===== config.mk =====
export PLATFORM = sky130hd
export DESIGN_NAME = apb_completer_mem_flat
export DESIGN_NICKNAME = d
export VERILOG_FILES = /design/src/rtl/apb_completer_mem_if.sv /design/src/rtl/apb_completer_mem.sv /design/src/flat_wrapper.sv
export SDC_FILE = /design/constraint.sdc
export NUM_CORES = 2
export LEC_CHECK = 0
export CORE_ASPECT_RATIO = 1.1
export CORE_MARGIN = 3
export CORE_UTILIZATION = 40
export CTS_CLUSTER_DIAMETER = 100
export DETAILED_ROUTE_END_ITERATION = 8
export HOLD_SLACK_MARGIN = 0.12
export SLEW_MARGIN = 20
export SYNTH_ARGS = -nofsm -noshare
export SYNTH_HDL_FRONTEND = slang
export SYNTH_SLANG_ARGS = --single-unit

===== constraint.sdc =====
create_clock -name pclk -period 4.8 [get_ports pclk]
set_input_delay 0.96 -clock pclk [delete_from_list [all_inputs] [get_ports pclk]]
set_output_delay 0.96 -clock pclk [all_outputs]
set_load 0.005 [all_outputs]

===== src/rtl/apb_completer_mem_if.sv =====
// APB4 bus bundle between a requester (master) and a completer (slave).
// Pure wiring: no latency, no storage.
// Flow control is carried by pready; the completer owns it.
interface apb_completer_mem_if #(
    parameter int ADDR_WIDTH = 32,
    parameter int DATA_WIDTH = 32
);
    localparam int STRB_WIDTH = DATA_WIDTH / 8;

    logic                  psel;
    logic                  penable;
    logic                  pwrite;
    logic [ADDR_WIDTH-1:0] paddr;
    logic [DATA_WIDTH-1:0] pwdata;
    logic [STRB_WIDTH-1:0] pstrb;
    logic [2:0]            pprot;
    logic [DATA_WIDTH-1:0] prdata;
    logic                  pready;
    logic                  pslverr;

    modport master (
        output psel, penable, pwrite, paddr, pwdata, pstrb, pprot,
        input  prdata, pready, pslverr
    );

    modport slave (
        input  psel, penable, pwrite, paddr, pwdata, pstrb, pprot,
        output prdata, pready, pslverr
    );
endinterface


===== src/rtl/apb_completer_mem.sv =====
// APB4 completer: word memory with byte strobes, wait states and PSLVERR; APB_PROT_CHECK_EN adds PPROT region checks.
// Latency: completes on access cycle WAIT_STATES+1; request captured at setup, read data registered at setup.
// Backpressure: holds pready low for WAIT_STATES cycles; psel dropped mid-transfer yields a one-cycle error (ABORT).
module apb_completer_mem #(
    parameter int ADDR_WIDTH  = 32,
    parameter int DATA_WIDTH  = 32,
    parameter int STRB_WIDTH  = DATA_WIDTH / 8,
    parameter int MEM_DEPTH   = 64,
    parameter int WAIT_STATES = 1
) (
    input logic               pclk,
    input logic               reset,
    apb_completer_mem_if.slave bus
);
    localparam int IDX_W = $clog2(MEM_DEPTH);
    localparam logic [ADDR_WIDTH-1:0] ONE = {{(ADDR_WIDTH-1){1'b0}}, 1'b1};
    // Bits between the word index and the three protection-region bits.
    localparam logic [ADDR_WIDTH-1:0] RANGE_MASK =
        ((ONE << (ADDR_WIDTH - 3)) - ONE) & ~((ONE << (2 + IDX_W)) - ONE);

    typedef enum logic [1:0] {
        ST_IDLE   = 2'd0,
        ST_ACCESS = 2'd1,
        ST_ABORT  = 2'd2
    } state_t;

    state_t                r_state;
    state_t                w_next_state;
    logic [3:0]            r_cnt;
    logic [IDX_W-1:0]      r_idx;
    logic                  r_write;
    logic                  r_err;
    logic [DATA_WIDTH-1:0] r_wdata;
    logic [STRB_WIDTH-1:0] r_strb;
    logic [DATA_WIDTH-1:0] r_prdata;
    logic [DATA_WIDTH-1:0] r_mem [MEM_DEPTH];

    logic                  w_setup;
    logic                  w_access;
    logic                  w_cnt_zero;
    logic [IDX_W-1:0]      w_idx;
    logic                  w_misalign;
    logic                  w_range_err;
    logic                  w_prot_err;
    logic                  w_err;
    logic                  w_done;
    logic                  w_pready;
    logic                  w_pslverr;
    logic [DATA_WIDTH-1:0] w_prdata;

    assign w_setup     = bus.psel & ~bus.penable;
    assign w_access    = bus.psel & bus.penable;
    assign w_cnt_zero  = (r_cnt == 4'd0);
    assign w_idx       = bus.paddr[2 +: IDX_W];
    assign w_misalign  = |bus.paddr[1:0];
    assign w_range_err = |(bus.paddr & RANGE_MASK);

`ifdef APB_PROT_CHECK_EN
    assign w_prot_err = (bus.paddr[ADDR_WIDTH-1] & ~bus.pprot[0])
                      | (bus.paddr[ADDR_WIDTH-2] & ~bus.pprot[1])
                      | (bus.paddr[ADDR_WIDTH-3] & ~bus.pprot[2]);
`else
    logic w_unused_prot;
    assign w_unused_prot = ^bus.pprot;
    assign w_prot_err    = 1'b0;
`endif

    assign w_err = w_misalign | w_range_err | w_prot_err;

    always_ff @(posedge pclk) begin
        if (reset) begin
            r_state <= ST_IDLE;
        end else begin
            r_state <= w_next_state;
        end
    end

    always_comb begin
        w_next_state = r_state;
        w_pready     = 1'b0;
        w_pslverr    = 1'b0;
        w_prdata     = '0;
        w_done       = 1'b0;
        case (r_state)
            ST_IDLE: begin
                if (w_setup) begin
                    w_next_state = ST_ACCESS;
                end
            end
            ST_ACCESS: begin
                w_pready  = w_cnt_zero;
                w_pslverr = w_cnt_zero & r_err;
                w_prdata  = r_prdata;
                if (!bus.psel) begin
                    w_next_state = ST_ABORT;
                end else if (w_access && w_cnt_zero) begin
                    w_next_state = ST_IDLE;
                    w_done       = 1'b1;
                end
            end
            ST_ABORT: begin
                w_pready     = 1'b1;
                w_pslverr    = 1'b1;
                w_next_state = ST_IDLE;
            end
            default: begin
                w_next_state = ST_IDLE;
            end
        endcase
    end

    assign bus.pready  = w_pready;
    assign bus.pslverr = w_pslverr;
    assign bus.prdata  = w_prdata;

    always_ff @(posedge pclk) begin
        if (reset) begin
            r_cnt    <= 4'd0;
            r_idx    <= '0;
            r_write  <= 1'b0;
            r_err    <= 1'b0;
            r_wdata  <= '0;
            r_strb   <= '0;
            r_prdata <= '0;
        end else if (r_state == ST_IDLE && w_setup) begin
            r_cnt    <= 4'(WAIT_STATES);
            r_idx    <= w_idx;
            r_write  <= bus.pwrite;
            r_err    <= w_err;
            r_wdata  <= bus.pwdata;
            r_strb   <= bus.pstrb;
            r_prdata <= (!bus.pwrite && !w_err) ? r_mem[w_idx] : '0;
        end else if (r_state == ST_ACCESS && w_access && !w_cnt_zero) begin
            r_cnt <= r_cnt - 4'd1;
        end
    end

    // Memory is deliberately not reset; only a clean completed write touches it.
    always_ff @(posedge pclk) begin
        if (w_done && r_write && !r_err && !reset) begin
            for (int i = 0; i < STRB_WIDTH; i++) begin
                if (r_strb[i]) begin
                    r_mem[r_idx][8*i +: 8] <= r_wdata[8*i +: 8];
                end
            end
        end
    end
endmodule

===== src/flat_wrapper.sv =====
// flat-port wrapper written by rule: the top's interface ports become plain ports
module apb_completer_mem_flat 
#(
    parameter int ADDR_WIDTH  = 32,
    parameter int DATA_WIDTH  = 32,
    parameter int STRB_WIDTH  = DATA_WIDTH / 8,
    parameter int MEM_DEPTH   = 64,
    parameter int WAIT_STATES = 1
)
  (pclk, reset, bus_psel, bus_penable, bus_pwrite, bus_paddr, bus_pwdata, bus_pstrb, bus_pprot, bus_prdata, bus_pready, bus_pslverr);
  apb_completer_mem_if #(.ADDR_WIDTH(ADDR_WIDTH), .DATA_WIDTH(DATA_WIDTH)) bus_i ();
  input logic pclk;
  input logic reset;
  input wire logic [$bits(bus_i.psel)-1:0] bus_psel;
  input wire logic [$bits(bus_i.penable)-1:0] bus_penable;
  input wire logic [$bits(bus_i.pwrite)-1:0] bus_pwrite;
  input wire logic [$bits(bus_i.paddr)-1:0] bus_paddr;
  input wire logic [$bits(bus_i.pwdata)-1:0] bus_pwdata;
  input wire logic [$bits(bus_i.pstrb)-1:0] bus_pstrb;
  input wire logic [$bits(bus_i.pprot)-1:0] bus_pprot;
  output wire logic [$bits(bus_i.prdata)-1:0] bus_prdata;
  output wire logic [$bits(bus_i.pready)-1:0] bus_pready;
  output wire logic [$bits(bus_i.pslverr)-1:0] bus_pslverr;
  assign bus_i.psel = bus_psel;
  assign bus_i.penable = bus_penable;
  assign bus_i.pwrite = bus_pwrite;
  assign bus_i.paddr = bus_paddr;
  assign bus_i.pwdata = bus_pwdata;
  assign bus_i.pstrb = bus_pstrb;
  assign bus_i.pprot = bus_pprot;
  assign bus_prdata = bus_i.prdata;
  assign bus_pready = bus_i.pready;
  assign bus_pslverr = bus_i.pslverr;
  apb_completer_mem #(.ADDR_WIDTH(ADDR_WIDTH), .DATA_WIDTH(DATA_WIDTH), .STRB_WIDTH(STRB_WIDTH), .MEM_DEPTH(MEM_DEPTH), .WAIT_STATES(WAIT_STATES)) u_core (.pclk(pclk), .reset(reset), .bus(bus_i));
endmodule

==> results.toml <==
[run_status]
status = "complete, no violations"

[worst_setup_path]
cp_data_required_time_ps = 3840
cp_slowest_stage_delay_ps = 570
path_class = "flop to output pin"
endpoint_kind = "output pin"
cp.arrival_ps = 3140
worstPathMaxFanout = 30
start_kind = "flop"
crit_slowest_cell = "buf_4"
worstPathCellList = "inv_1 -> ha_2 -> buf_4 -> and2_1 -> clkdlybuf4s50_1"

[pwr]
p_comb_frac = 0.047
ir_drop_mv = 0.354
pwr-share-seq = 0.524
finalPower_mw = 39.0
p_int_mw = 30.6
p_sw_frac = 0.214
pwr_density_cell_mw_per_mm2 = 408
leakagePower_nw = 31.7
switchingPower_mw = 8.33
clkPwrFrac = 0.428

[synth]
ys_seq_elements = 2130
netlist_area_mm2 = 0.0828
seq_area_frac_synth = 0.762
synth_nets = 4217
synthTopCellsByArea = "edfxtp_1 (74%), mux4_2 (13%), dfxtp_1 (2.0%)"
yosysTopAreaCell = "edfxtp_1"
async_flop_share = 0
ys_types = 66
synth_cells = 4136
synth_edf_count = 2048
syn_avg_cell_area_um2 = 20.0
dominantRegCellSynth = "edfxtp_1"
synth_top_area_frac = 0.743
ys_warn_count = 0

[final_layout]
design_area_mm2 = 0.0955
layout-drive-gt1-share = 0.257
final_cells = 7406
fin_util = 0.466
n_fill_cell = 17050
nets = 4569
final_common_cell = "edfxtp_1"
syn2layout_area_growth_pct = 15.3
layout_common_cells = "edfxtp_1 (2,048), mux4_2 (492), nor2_1 (300), buf_4 (262), nand2_1 (247)"

[cts]
clockBufferDepth = 3
cts_num_sinks = 2130
cts_hold_buf = 0
clock-root-buffer = "clkbuf_16"
cts-buffers-inserted = 209
clk_pin_slew_ps = 60
cts_tree = "built"
cts_resized = 0
htreeDepth = 4
insertion_delay_ps = 880
post_cts_buffers = 0

[hold_path]
worstHoldPathType = "flop to flop"

[floorplan]
die_width_um = 440
rows = 174
coreArea_mm2 = 0.205
die_h_um = 483
io_pins = 110
dieArea_mm2 = 0.213
start_util = 0.404

[grt]
antenna_found_initial = 12
globalRoute.totalOverflow = 0
grt_max_degree = 73
grt_pass1_vias = 43152
track_usage = 0.227
grt_pass1_wl_um = 339000

[timing]
hold_viol_final = 0
slew_headroom = 0.264
fmax_ghz = 0.244
final.setup.tns_ps = 0
maxSlewViolCount = 0
period_needed_ps = 4100
setup_viol = 0
finalCritPeriodShare = 0.854
worstMarginPinSlew_ps = 1100
fin_skew_ps = 50.0
rsz0062_at_grt = "false"

[run]
cap_violations = 0

[routing]
drc_errors = 0
routed_wl_um = 243000
drtIter0Drc = 6086
drt-vias-per-instance = 5.91
vias = 43776
ant_nets = 0
wl_per_cell_um = 32.7
firstDrtPassIters = 6

[placed_design]
port_buffers = 103
placedCellCount = 7005
gp_congestion = 0.894
post_dp_cell_area_mm2 = 0.0884
hpwlAfterDp_um = 159000
==> worst max-delay path: cells and delay by family, from the launching register on <==
family | cells | cell delay (ps)
fa+ha+maj | 1 | 280
buf+inv | 3 | 1220
flops | 1 | 330
simple gates | 1 | 410
==> kinds of logic (layout without fill, tap and decap cells) <==
kind of cell,Yosys count,count (layout),synth area share
adder cells (fa/ha/maj),5,5,0.000755
other,0,6,0
buffers and inverters,251,787,0.0159
AO/OA/AOI/OAI,311,311,0.0257
AND/OR/NAND/NOR,803,803,0.0434
flip-flops,2130,2130,0.762
XOR/XNOR,3,3,0.000317
multiplexers,633,633,0.152
==> power groups by stage <==
stage	registers [mW]	clock network, mW	logic (mW)
global placement	20.8	0	1.82
CTS	20.4	16.9	1.84
floorplan	20.9	0	0.945
finish	20.4	16.7	1.84
detailed placement	20.8	0	1.84
global route	20.4	17.6	1.92
==> cell type report <==
type / count / area, um^2 / share of cell area
diodes: 6 / 15.0 / 0.000157
clock buffers: 268 / 5620 / 0.0589
clock inverters: 127 / 1400 / 0.0146
inverters: 8 / 32.5 / 0.000341
multi-input cells: 1755 / 18400 / 0.193
flip-flops and latches: 2130 / 63200 / 0.662
well taps: 2728 / 3410 / 0.0357
repair buffers: 384 / 3390 / 0.0355
==> synth_stat cells (40+ instances only) <==
library cell and count:
mux2i_1 93, nand2_1 251, a21oi_1 60, nand3_1 67
buf_2 65, mux2_2 48, o22ai_1 45, mux4_2 492
edfxtp_1 2048, dfxtp_1 82, nor2_1 304, buf_4 40
clkbuf_1 97, a22oi_1 59
==> per-stage QoR <==
stage	setup WS (ps)	hold WS (ps)
2_1_floorplan	1910	417
3_3_place_gp	665	431
3_5_place_dp	656	441
4_1_cts	602	425
5_1_grt	564	474
6_report	702	455
==> routing by layer <==
metal  up-vias  wire length [um]  track usage
li1      17671                 -            -
met1     23377             93600        0.308
met2      2245            115000        0.353
met3       477             22500       0.0478
met4         6             11700        0.102
met5         -                43            0
==> final timing paths <==
check | from | end | slack [ps] | cells past startpoint
hold reg to reg | u_core.r_prdata[22] | u_core.r_prdata[22] | 460 | 2
setup reg to reg | u_core.r_idx[0] | u_core.r_mem[57][0] | 1430 | 3
setup / recovery | u_core.r_state[1] | bus_prdata[2] | 700 | 5
hold / removal | u_core.r_prdata[22] | u_core.r_prdata[22] | 460 | 2
==> state kept, by name, summed over array words and instances, names as in the netlist <==
register         count
u_core.r_mem      2048
u_core.r_prdata     32
u_core.r_wdata      32
u_core.r_idx         6
u_core.r_cnt         4
u_core.r_strb        4
u_core.r_state       2
u_core.r_err         1
u_core.r_write       1
Note: power is estimated with default switching activity, not from simulation.
